==> src/rtl/sort_seq.sv <==
// Sequencer for the SORT phase: bubble-sorts points 1..N_PTS-1 angularly about point 0
// by requesting cross products and issuing swaps to the point register file.
//
// state  | meaning
// IDLE   | waiting for en; counters loaded on the way out
// REQ    | cmp_req high for pair (j, j+1) until cmp_ack
// SWAP   | one-cycle swap pulse for the current pair
// DONE   | one-cycle sort_done pulse
// HOLD   | waiting for en to drop so only one done is issued per command
module sort_seq #(
    parameter int N_PTS  = 6,
    parameter int IDX_W  = 3,
    parameter int CROS_W = 23,
    parameter int SWP_W  = 4
) (
    input  logic              clk,
    input  logic              reset,
    input  logic              en,
    output logic              cmp_req,
    output logic [IDX_W-1:0]  idx_a,
    output logic [IDX_W-1:0]  idx_b,
    input  logic              cmp_ack,
    input  logic [CROS_W-1:0] cross_res,
    output logic              swap,
    output logic              sort_done,
    output logic [SWP_W-1:0]  swap_cnt
);

    typedef enum logic [2:0] {
        S_IDLE,
        S_REQ,
        S_SWAP,
        S_DONE,
        S_HOLD
    } state_t;

    localparam logic [IDX_W-1:0] C_ONE       = IDX_W'(1);
    localparam logic [IDX_W-1:0] C_TWO       = IDX_W'(2);
    localparam logic [IDX_W-1:0] C_TOP_J     = IDX_W'(N_PTS - 2);
    localparam logic [IDX_W-1:0] C_LAST_PASS = IDX_W'(N_PTS - 3);

    state_t           r_state, w_state_nxt;
    logic [IDX_W-1:0] r_pass, w_pass_nxt;
    logic [IDX_W-1:0] r_j, w_j_nxt;
    logic [IDX_W-1:0] r_idx_b;
    logic             r_swapped, w_swapped_nxt;
    logic [SWP_W-1:0] r_swap_cnt, w_swap_cnt_nxt;
    logic [IDX_W-1:0] w_last_j;
    logic             w_neg;
    logic             w_adv;
    logic             w_swapped_now;

    assign w_last_j = C_TOP_J - r_pass;
    assign w_neg    = $signed(cross_res) < $signed({CROS_W{1'b0}});

    always_ff @(posedge clk or negedge reset) begin
        if (!reset) begin
            r_state    <= S_IDLE;
            r_pass     <= '0;
            r_j        <= C_ONE;
            r_idx_b    <= C_TWO;
            r_swapped  <= 1'b0;
            r_swap_cnt <= '0;
        end else begin
            r_state    <= w_state_nxt;
            r_pass     <= w_pass_nxt;
            r_j        <= w_j_nxt;
            r_idx_b    <= w_j_nxt + C_ONE;
            r_swapped  <= w_swapped_nxt;
            r_swap_cnt <= w_swap_cnt_nxt;
        end
    end

    always_comb begin
        w_state_nxt    = r_state;
        w_pass_nxt     = r_pass;
        w_j_nxt        = r_j;
        w_swapped_nxt  = r_swapped;
        w_swap_cnt_nxt = r_swap_cnt;
        w_adv          = 1'b0;
        w_swapped_now  = r_swapped;

        case (r_state)
            S_IDLE: begin
                if (en) begin
                    w_state_nxt    = S_REQ;
                    w_pass_nxt     = '0;
                    w_j_nxt        = C_ONE;
                    w_swapped_nxt  = 1'b0;
                    w_swap_cnt_nxt = '0;
                end
            end
            S_REQ: begin
                if (!en) begin
                    w_state_nxt = S_IDLE;
                end else if (cmp_ack) begin
                    if (w_neg) begin
                        w_state_nxt = S_SWAP;
                    end else begin
                        w_adv = 1'b1;
                    end
                end
            end
            S_SWAP: begin
                // The datapath exchanges on this edge regardless of abort, so it is counted.
                w_swapped_nxt = 1'b1;
                w_swapped_now = 1'b1;
                if (r_swap_cnt != {SWP_W{1'b1}}) begin
                    w_swap_cnt_nxt = r_swap_cnt + 1'b1;
                end
                if (!en) begin
                    w_state_nxt = S_IDLE;
                end else begin
                    w_adv = 1'b1;
                end
            end
            S_DONE: begin
                w_state_nxt = S_HOLD;
            end
            S_HOLD: begin
                if (!en) begin
                    w_state_nxt = S_IDLE;
                end
            end
            default: begin
                w_state_nxt = S_IDLE;
            end
        endcase

        if (w_adv) begin
            if (r_j < w_last_j) begin
                w_j_nxt     = r_j + C_ONE;
                w_state_nxt = S_REQ;
            end else if ((r_pass == C_LAST_PASS) || !w_swapped_now) begin
                w_state_nxt = S_DONE;
            end else begin
                w_pass_nxt    = r_pass + C_ONE;
                w_j_nxt       = C_ONE;
                w_swapped_nxt = 1'b0;
                w_state_nxt   = S_REQ;
            end
        end
    end

    assign cmp_req   = (r_state == S_REQ);
    assign swap      = (r_state == S_SWAP);
    assign sort_done = (r_state == S_DONE);
    assign idx_a     = r_j;
    assign idx_b     = r_idx_b;
    assign swap_cnt  = r_swap_cnt;

endmodule

==> config.mk <==
export PLATFORM = sky130hd
export DESIGN_NAME = sort_seq
export DESIGN_NICKNAME = d
export VERILOG_FILES = /design/src/rtl/sort_seq.sv
export SDC_FILE = /design/constraint.sdc
export NUM_CORES = 1
export LEC_CHECK = 0
export ABC_AREA = 0
export ABC_CLOCK_PERIOD_IN_PS = 4400
export BUFFER_PORTS_ARGS = -buffer_cell sky130_fd_sc_hd__buf_2
export CAP_MARGIN = 20
export CELL_PAD_IN_SITES_DETAIL_PLACEMENT = 1
export CELL_PAD_IN_SITES_GLOBAL_PLACEMENT = 2
export CORE_AREA = 2 2 58 71
export CTS_CLUSTER_DIAMETER = 200
export DETAILED_ROUTE_END_ITERATION = 10
export DIE_AREA = 0 0 60 73
export HOLD_SLACK_MARGIN = 0.1
export PLACE_DENSITY = 0.84
export SLEW_MARGIN = 0
export SYNTH_ARGS = -nofsm -noshare
export SYNTH_HDL_FRONTEND = slang
export SYNTH_SLANG_ARGS = --single-unit
==> constraint.sdc <==
create_clock -name clk -period 4.4 [get_ports clk]
set_clock_uncertainty 0.1 [all_clocks]
set_input_delay 0.88 -clock clk [delete_from_list [all_inputs] [get_ports clk]]
set_output_delay 0.88 -clock clk [all_outputs]
set_load 0.02 [all_outputs]
# Word-level counts from Yosys, hierarchy flattened
# Cells that the tools add are included.
[totals]
inputBits = 27
elab_cells = 65
out_inout_bits = 13
regBits = 17
[classes]
addsub = 5
eq_ne = 12
reduce_logical = 7
n_mux = 33
order_cmp = 2
[op_table]
columns = ["operator", "count"]
rows = [
  ["$mux W3", 16],
  ["$lt A23 B1 Y1 const B", 1],
  ["$pmux W3 S4", 1],
  ["$add A3 B1 Y3 const B", 3],
  ["$eq A3 B2 Y1 const B", 3],
  ["$mux W1", 9],
  ["$mux W4", 2],
  ["$ne A4 B2 Y1 const B", 2],
  ["$pmux W4 S2", 1],
  ["$add A4 B1 Y4 const B", 1],
  ["$mux W2", 2],
  ["$ne A4 B4 Y1 const B", 1],
  ["$pmux W1 S2", 2],
  ["$reduce_and A4 Y1", 1],
  ["$eq A3 B1 Y1 const B", 1],
  ["$eq A3 B3 Y1 const B", 1],
  ["$logic_not A3 Y1", 1],
  ["$lt A3 B3 Y1", 1],
  ["$ne A3 B2 Y1 const B", 1],
  ["$ne A3 B3 Y1 const B", 1],
  ["$reduce_and A3 Y1", 1],
  ["$sub A3 B3 Y3 const A", 1],
  ["$ne A2 B1 Y1 const B", 1],
  ["$ne A2 B2 Y1 const B", 1],
  ["4 further kinds", 4],
]

# Longest topological paths before layout
# Gate-level depths: netlist of the first run.
[depth]
ltp_word = 8
depth_mapped = 10
mapped_depth_nobuf = 10

# Least setup slack after synthesis of the first run
# No wires, ideal clock.
[synth_timing]
kind = "input to register"
startpoint = "input cross_res[22]"
endpoint = "register r_idx_b[2], in the netlist idx_b[2]"
path_slack_ns = 1.978
path_buffers = 0
setup_time_ns = 0.126
cell_stages = 6
t_arrival_ns = 2.196
cell_sequence = "or3b_1 -> o22a_2 -> a21oi_2 -> nor2_2 -> a22o_4 -> a221o_1"
[synth_between]
elab_chain_len = 7
[synth_lines]
columns = ["item", "line_no", "rtl"]
rows = [
  ["from (decl)", "23", "input logic [CROS_W-1:0] cross_res,"],
  ["$lt A23 B1 Y1", "54", "assign w_neg = $signed(cross_res) < $signed({CROS_W{1'b0}});"],
  ["$mux W1", "97", "if (w_neg) begin"],
  ["$mux W1", "96", "end else if (cmp_ack) begin"],
  ["$mux W1", "94", "if (!en) begin"],
  ["$pmux W1 S2", "83", "case (r_state)"],
  ["$mux W3", "130", "if (w_adv) begin"],
  ["via w_j_nxt[1]", "44", "logic [IDX_W-1:0] r_j, w_j_nxt;"],
  ["$add A3 B1 Y3", "68", "r_idx_b <= w_j_nxt + C_ONE;"],
  ["to (signal assigned)", "68", ""],
  ["to (decl)", "45", "logic [IDX_W-1:0] r_idx_b;"],
]
# The timed path passes the listed nets, and every way through them passes these cells.
# A chain may end at the register's enable or synchronous reset.

# Worst setup path in the final report of the first run
[layout_timing]
startpoint = "register r_pass[0]"
endpoint = "register r_idx_b[2], in the netlist idx_b[2]"
[layout_between]
elab_chain_len = 6
word_cells_on_any_way = 8
[layout_lines]
columns = ["item", "line_no", "rtl"]
rows = [
  ["from (decl)", "43", "logic [IDX_W-1:0] r_pass, w_pass_nxt;"],
  ["from (signal assigned)", "66", "r_pass <= w_pass_nxt;"],
  ["branches (longest 3 deep; another with $sub A3 B3 Y3)", "--", ""],
  ["$mux W3 *", "131", "if (r_j < w_last_j) begin"],
  ["$mux W3 *", "130", ""],
  ["via w_j_nxt[1]", "44", ""],
  ["$add A3 B1 Y3 *", "68", ""],
]
# Mark *: on every way through the listed nets, which the timed path passes.

==> reports/qor.yml, run 1 <==
n_fill_cell: 467
antenna_cells: 0
final_cells: 182
fp.dieH_um: 73
cts_resized: 0
yosysTopAreaCellShare_pct: 36.1
vias: 874
cap_violations: 0
post_cts_buffers: 0
cts_buffers: 3
final_util_pct: 32.0
drive_gt1_share_pct: 21.9
crit_arrival_ns: 2.66
port_buffers: 17
netlist_instances: 111
maxSlewHeadroom_pct: 66.0
ant_nets: 0
final_area_sq_um: 1210
track_usage_pct: 11.7
synthTopCellsByCount: "dfrtp_1 (15), o21ai_0 (12), nand2_1 (9)"
fin_crit_sh_pct: 59.7
path_clk_slew_ns: 0.07
syn_to_final_growth_pct: 16.7
firstDrtPassIters: 4
yosysTopAreaCell: "dfrtp_1"
fp.coreArea_sq_um: 3780
place_area_sq_um: 1170
syn-num-nets: 145
root_buffer: "clkbuf_8"
holdBufCountCts: 0
gp_congestion: 0.712
fmax_ghz: 0.381
grt_pass1_wl_mm: 4.02
outcome: "complete, no violations"
syn_avg_cell_area_sq_um: 9.36
nets: 163
clock-sinks: 17
endpoint_kind: "flop"
synthTopCellsByArea: "dfrtp_1 (36%), ha_1 (8.4%), o21ai_0 (5.8%)"
overflow: 0
ir_drop_mv: 0.156
synth_most_common_cell: "dfrtp_1"
ys_async_sr_fraction_pct: 100
tritoncts: "built"
std_cell_rows: 25
rsz0062_at_grt: "false"
ys_ff_latch: 17
hold_viol: 0
wl_mm: 2.38
crit_required_ns: 4.43
p_per_area_nw_per_um2: 384
htree_levels: 1
io-pin-count: 40
dpl.hpwl_mm: 1.81
antenna_found_initial: 0
seq_area_frac_synth_pct: 41.2
ys_types: 40
start_kind: "flop"
die_x_um: 60
dp.cells: 178
layout_min_cycle_time_ns: 2.63
viasPerCell: 4.80
crit_type: "flop to flop"
drt-wirelength-per-cell_um: 13.1
synth_edf_count: 0
leakagePower_nw: 0.557
ys_warn_count: 0
drc_errors: 0
ys.flop_type: "dfrtp_1"
clock_path_buffers: 2
cp_max_fo: 5
finalSetupTns_ns: 0
worstMarginPinSlew_ns: 0.505
final_max_slew_viol_count: 0
grt_max_degree: 18
grt_pass1_vias: 883
clk-insertion-delay-late_ns: 0.25
die_area_sq_um: 4380
initial_core_util_pct: 27.4
worstHoldPathType: "input pin to async pin"
setup_viol: 0
drt_iter0_markers: 9
synth_area_sq_um: 1040
where the power goes:
part / switching (W) / internal, W
clock network: 0.0000520 / 0.0000641
logic: 0.0000841 / 0.0000576
registers: 0.0000255 / 0.000183
sequential cells by signal (all words and copies together) (netlist names):
register	flops
r_state	3
r_swapped	1
idx_b	3
swap_cnt	4
idx_a	3
r_pass	3
placed cells by master (no fill, tap or decap), drive strengths merged, types with 4 or more instances in the layout:
master  netlist  final
nand2         9      9
o21ai        12     12
buf           2     17
a21oi         7      7
ha            7      7
nand3         5      5
nor2          8      8
inv           8      8
clkbuf        2      4
dfrtp        15     15
a22o          4      4
final timing paths:
path / from / end / slack [ns] / cells past startpoint
min in group clk: r_pass[0]$_DFF_PN0_ / r_pass[0]$_DFF_PN0_ / 0.47 / 1
min: reset / r_pass[2]$_DFF_PN0_ / 0.45 / 1
max: r_pass[0]$_DFF_PN0_ / idx_b[2]$_DFF_PN0_ / 1.77 / 10
min reg2reg: r_pass[0]$_DFF_PN0_ / r_pass[0]$_DFF_PN0_ / 0.47 / 1
max in group asynchronous: reset / idx_a[0]$_DFF_PN1_ / 3.43 / 1
max reg2reg: r_pass[0]$_DFF_PN0_ / idx_b[2]$_DFF_PN0_ / 1.77 / 10
logic make-up (layout without fill, tap and decap cells):
family          Yosys count  in the layout  synth area share (%)
simple gates             38             38                  19.8
compound gates           33             33                  21.7
flops                    17             17                  41.2
buf+inv                  12             29                  5.18
fa+ha+maj                 7              7                  8.43
xor+xnor                  2              2                  1.69
mux                       2              2                  2.05
per-layer routing:
| metal | track usage (%) | vias to the layer above | wire length, um |
|---|---|---|---|
| li1 | - | 430 | - |
| met1 | 15.5 | 432 | 1100 |
| met2 | 19.6 | 12 | 1210 |
| met3 | 1.60 | 0 | 69 |
| met4 | 3.21 | 0 | 0 |
| met5 | 0 | - | 0 |
through the flow:
stage / total power, W / setup WS [ns] / hold slack, ns
floorplan: 0.000311 / 1.98 / 0.394
global placement: 0.000347 / 1.74 / 0.415
detailed placement: 0.000355 / 1.70 / 0.431
CTS: 0.000473 / 1.74 / 0.460
global route: 0.000498 / 1.59 / 0.479
finish: 0.000466 / 1.77 / 0.451
layout make-up:
| type | instances | area, sq um | share of cell area, % |
|---|---|---|---|
| inverters | 8 | 30.0 | 2.48 |
| multi-input cells | 82 | 557 | 45.9 |
| flip-flops and latches | 17 | 428 | 35.3 |
| clock buffers | 4 | 45.0 | 3.72 |
| repair buffers | 17 | 85.1 | 7.02 |
| well taps | 54 | 67.6 | 5.57 |
critical path, cell delays in order (launching register included):
cell     delay (ns)
dfrtp_1        0.42
inv_1          0.06
ha_1           0.21
xnor2_1        0.19
ha_1           0.27
a21oi_1        0.13
o21ai_0        0.21
a21oi_2        0.24
nor2_2         0.09
a22o_4         0.28
a221o_1        0.31
Note: power is estimated with default switching activity, not from simulation.
==> inputs of run 2 (changes only) <==
Settings changed: ABC_CLOCK_PERIOD_IN_PS 4400 to 2230, CORE_AREA 2 2 58 71 to 2 2 62 76, DIE_AREA 0 0 60 73 to 0 0 64 78, PLACE_DENSITY 0.84 to 0.78.
Clock period 4.4 ns to 2.23 ns, I/O delays scaled along.
==> reports/qor.yml, run 2 (synthesized netlist as in run 1, its figures left out) <==
ir_drop_mv: 0.173  # +11%
r2r_setup_slack_ns: -0.13  # -1.91 ns
dpl.hpwl_mm: 2.08  # +15%
clock_path_buffers: 2  # unchanged
hold_viol: 0  # unchanged
fmax_ghz: 0.423  # +11%
vias: 939  # +7.4%
grt_max_degree: 18  # unchanged
ant_nets: 0  # unchanged
antenna_found_initial: 0  # unchanged
r2r_end: "idx_b[2]$_DFF_PN0_"
mostFrequentLayoutCells: "buf_2 (17), buf_4 (16), dfrtp_1 (15), o21ai_0 (11), nand2_1 (9)"
total_power_w: 0.000995  # +110%
outcome: "finished with violations"
layout_min_cycle_time_ns: 2.36  # -0.265 ns
whs_path_depth: 3
violations: "setup timing"
final_common_cell: "buf_2"
hold_end: "r_state[0]$_DFFE_PN0P_"
io-pin-count: 40  # unchanged
wl_mm: 2.74  # +15%
syn_to_final_growth_pct: 34.0
cap_violations: 0  # unchanged
grt_pass1_vias: 991  # +12%
setup_viol: 4  # +4
htree_levels: 1  # unchanged
nets: 180  # +10%
track_usage_pct: 11.5  # -0.14 points
fin_ws_ns: -0.132  # -1.91 ns
crit_arrival_ns: 2.40  # -0.26 ns
r2r-start: "r_pass[1]$_DFF_PN0_"
final_util_pct: 33.2  # +1.1 points
start_kind: "flop"
fin_crit_sh_pct: 106  # +46 points
clock-sinks: 17  # unchanged
n_fill_cell: 487  # +4.3%
crit_required_ns: 2.26  # -2.17 ns
drt_iter0_markers: 13  # +4
largest_reg_flops: 4  # unchanged
die_x_um: 64  # +6.7%
final_max_slew_viol_count: 0  # unchanged
maxSlewHeadroom_pct: 73.0  # +7.1 points
finalSetupTns_ns: -0.249  # -0.249 ns
die_area_sq_um: 4990  # +14%
fp.coreArea_sq_um: 4200  # +11%
fp.dieH_um: 78  # +6.8%
path_clk_slew_ns: 0.07  # about the same
drc_errors: 0  # unchanged
port_buffers: 17  # unchanged
cp_max_fo: 5  # unchanged
viasPerCell: 4.67  # -2.7%
reg2regPathDepth: 10  # unchanged
drt-wirelength-per-cell_um: 13.6  # +4.3%
hp-start: "cross_res[22]"
std_cell_rows: 26  # +4.0%
antenna_cells: 0  # unchanged
drive_gt1_share_pct: 35.9  # +14 points
leakagePower_nw: 0.670  # +20%
grt_pass1_wl_mm: 4.61  # +15%
clk-insertion-delay-late_ns: 0.25  # about the same
tritoncts: "built"
cts_buffers: 3  # unchanged
worstHoldPathType: "input pin to flop"
rsz0062_at_grt: "true"
worstMarginPinSlew_ns: 0.404  # -0.100 ns
initial_core_util_pct: 24.7  # -2.7 points
gp_congestion: 0.752  # +5.5%
firstDrtPassIters: 3  # -1
crit_type: "flop to flop"
p_per_area_nw_per_um2: 715  # +86%
overflow: 0  # unchanged
root_buffer: "clkbuf_8"
endpoint_kind: "flop"
run 2: where the power goes:
group / switching [W] / internal [W]
Clock: 0.000110 / 0.000127
Combinational: 0.000200 / 0.000160
Sequential: 0.0000373 / 0.000361
run 2: metrics by stage:
step	instance area (sq um)	cells	setup slack, ns	hold slack, ns
6_report	1390	201	-0.132	0.389
5_1_grt	1390	201	-0.270	0.409
4_1_cts	1360	198	-0.145	0.387
3_5_place_dp	1270	191	-0.172	0.300
3_3_place_gp	1270	191	-0.0614	0.295
2_1_floorplan	1050	111	0.000352	0.0504
run 2: repair_timing:
action                                 in CTS  in global routing
setup endpoints to repair                   2                  8
setup buffers                               2                  3
hold buffers                                1                  0
resized for setup                           3                  3
pin swaps                                   4                  8
endpoints found under the hold margin      15                  0
run 2: worst max path at each step:
stage,start,endpoint,slack (ns),depth (start not counted)
finish,r_pass[1]$_DFF_PN0_,idx_b[2]$_DFF_PN0_,-0.13,10
global route,r_pass[0]$_DFF_PN0_,idx_b[2]$_DFF_PN0_,-0.27,10
CTS,r_pass[1]$_DFF_PN0_,idx_b[2]$_DFF_PN0_,-0.15,10
detailed placement,r_pass[1]$_DFF_PN0_,idx_b[2]$_DFF_PN0_,-0.17,10
global placement,r_pass[1]$_DFF_PN0_,idx_b[2]$_DFF_PN0_,-0.06,10
floorplan,r_pass[0]$_DFF_PN0_,idx_b[2]$_DFF_PN0_,0.0004,10
run 2: metal layers:
metal / vias to the layer above / routed length [um] / track usage, %
met1: 456 / 1140 / 13.9
met2: 14 / 1500 / 21.1
li1: 465 / - / -
met3: 4 / 75 / 1.74
met5: - / 0 / 0
met4: 0 / 23 / 2.61
run 2: worst max-delay path: stages, from the launching register on:
cell     delay (ns)
dfrtp_1        0.36
inv_1          0.05
ha_2           0.18
xnor2_2        0.13
ha_1           0.33
a21oi_2        0.16
o21ai_2        0.09
a21oi_2        0.21
nor2_4         0.08
a22o_4         0.27
a221o_1        0.29
run 2: final cells by class:
cell class | count | area [sq um] | share of cell area [%]
flip-flops and latches | 17 | 428 | 30.8
inverters | 8 | 30.0 | 2.16
multi-input cells | 82 | 603 | 43.3
clock buffers | 4 | 45.0 | 3.24
well taps | 56 | 70.1 | 5.04
repair buffers | 34 | 215 | 15.5
==> inputs of run 3 (changes only) <==
Settings changed: PLACE_DENSITY 0.78 to 0.76.
==> reports/qor.yml, run 3 (synthesized netlist as in run 1, its figures left out) <==
outcome: "finished with violations"
violations: "setup timing"
std_cell_rows: 26  # unchanged
cts_buffers: 3  # unchanged
crit_type: "flop to flop"
drt-wirelength-per-cell_um: 13.2  # -3.1%
track_usage_pct: 11.5  # -0.030 points
antenna_cells: 0  # unchanged
drive_gt1_share_pct: 37.9  # +2.1 points
fp.dieH_um: 78  # unchanged
leakagePower_nw: 0.674  # +0.64%
endpoint_kind: "flop"
fin_crit_sh_pct: 105  # -1.3 points
r2r_setup_slack_ns: -0.10  # +0.03 ns
hold_viol: 0  # unchanged
finalSetupTns_ns: -0.161  # +0.0882 ns
worstPathCellList: "inv_1 > ha_4 > xnor2_2 > ha_1 > a21oi_2 > o21ai_2 > a21oi_2 > nor2_4 > a22o_4 > a221o_1"
multi_input_area_sq_um: 626  # +3.7%
mostFrequentLayoutCells: "buf_2 (17), dfrtp_1 (15), buf_4 (15), o21ai_0 (11), nand2_1 (9)"
worstMarginPinSlew_ns: 0.419  # +0.0143 ns
fp.coreArea_sq_um: 4200  # unchanged
cp_max_fo: 4  # -1
cap_violations: 0  # unchanged
initial_core_util_pct: 24.7  # unchanged
r2r-start: "r_pass[0]$_DFF_PN0_"
antenna_found_initial: 0  # unchanged
firstDrtPassIters: 3  # unchanged
rsz0062_at_grt: "true"
overflow: 0  # unchanged
viasPerCell: 4.66  # -0.21%
cp-endpoint: "idx_b[2]$_DFF_PN0_"
clock_path_buffers: 2  # unchanged
crit_arrival_ns: 2.37  # -0.03 ns
cpMostUsedCell: "a21oi_2"
place_area_sq_um: 1270  # +0.59%
nets: 180  # unchanged
gp_congestion: 0.710  # -5.6%
clock-sinks: 17  # unchanged
dpl.hpwl_mm: 2.02  # -3.0%
start_kind: "flop"
root_buffer: "clkbuf_8"
final_cells: 201  # unchanged
syn_to_final_growth_pct: 36.5
final_max_slew_viol_count: 0  # unchanged
setup_viol: 2  # -2
io-pin-count: 40  # unchanged
final_area_sq_um: 1420  # +1.9%
htree_levels: 1  # unchanged
fin_ws_ns: -0.103  # +0.0291 ns
grt_pass1_wl_mm: 4.65  # +0.89%
path_clk_slew_ns: 0.07  # about the same
cp-startpoint: "r_pass[0]$_DFF_PN0_"
final_common_cell: "buf_2"
worstHoldPathType: "input pin to flop"
fmax_ghz: 0.429  # +1.2%
drc_errors: 0  # unchanged
die_area_sq_um: 4990  # unchanged
wl_mm: 2.65  # -3.1%
port_buffers: 17  # unchanged
clk-insertion-delay-late_ns: 0.25  # about the same
r2r_end: "idx_b[2]$_DFF_PN0_"
ir_drop_mv: 0.210  # +21%
crit_required_ns: 2.26  # about the same
final_util_pct: 33.8  # +0.63 points
grt_pass1_vias: 1036  # +4.5%
ant_nets: 0  # unchanged
hp-start: "cross_res[22]"
maxSlewHeadroom_pct: 72.1  # -0.95 points
slowest_delay_ns: 0.35  # about the same
tritoncts: "built"
drt_iter0_markers: 11  # -2
grt_max_degree: 18  # unchanged
vias: 937  # -0.21%
layout_min_cycle_time_ns: 2.33  # -0.0291 ns
die_x_um: 64  # unchanged
reg2regPathDepth: 10  # unchanged
cp_slowest_cell: "dfrtp_1"
dp.cells: 192  # +0.52%
regArea_sq_um: 428  # unchanged
largest_reg_flops: 4  # unchanged
n_fill_cell: 504  # +3.5%
p_per_area_nw_per_um2: 709  # -0.88%
total_power_w: 0.00100  # +0.99%
## run 3: power breakdown
part	switching, W	internal (W)	leakage [nW]
Clock	0.000106	0.000127	0.0228
Sequential	0.0000374	0.000361	0.225
Combinational	0.000205	0.000169	0.427
## run 3: per-stage QoR
step           worst slack, ns  hold slack [ns]
2_1_floorplan         0.000352           0.0504
5_1_grt                 -0.199            0.382
3_5_place_dp            -0.103            0.301
4_1_cts                -0.0990            0.370
3_3_place_gp           -0.0574            0.293
6_report                -0.103            0.374
## run 3: worst min-delay path by stage
stage | to | cells past startpoint
4_1_cts | r_state[0]$_DFFE_PN0P_ | 3
3_5_place_dp | r_pass[2]$_DFF_PN0_ | 1
2_1_floorplan | idx_a[1]$_DFF_PN0_ | 0
5_1_grt | r_state[0]$_DFFE_PN0P_ | 3
6_report | r_state[0]$_DFFE_PN0P_ | 3
3_3_place_gp | r_pass[1]$_DFF_PN0_ | 1
## run 3: repair_timing
action                                  CTS  global route
gates resized for setup                   3             8
endpoints found under the hold margin    15             0
buffers inserted                          2             2
pin swaps                                 9             5
hold buffers                              1             0
endpoints found under the setup margin    2             6
## run 3: cell type report
type                    count  share of cell area [%]
repair buffers             34                    15.4
well taps                  56                    4.94
inverters                   8                    2.12
multi-input cells          82                    44.1
clock buffers               4                    3.18
flip-flops and latches     17                    30.2
## run 3: per-layer routing
layer | global-route usage (%) | share of wire [%] | vias to the layer above
met5 | 0 | 0 | -
met4 | 3.26 | 0.79 | 0
met3 | 1.88 | 3.1 | 2
met2 | 20.8 | 53 | 14
met1 | 13.7 | 43 | 457
li1 | - | - | 464
## run 3: worst max-delay path, delay by kind of cell (launching register included)
| family | cells | cell delay [ns] |
|---|---|---|
| adders and majority gates | 2 | 0.48 |
| DFF | 1 | 0.35 |
| xor gates and xnor gates | 1 | 0.12 |
| buffers and inverters | 1 | 0.07 |
| AOI/OAI and AO/OA | 5 | 1.02 |
| and+or+nand+nor | 1 | 0.08 |
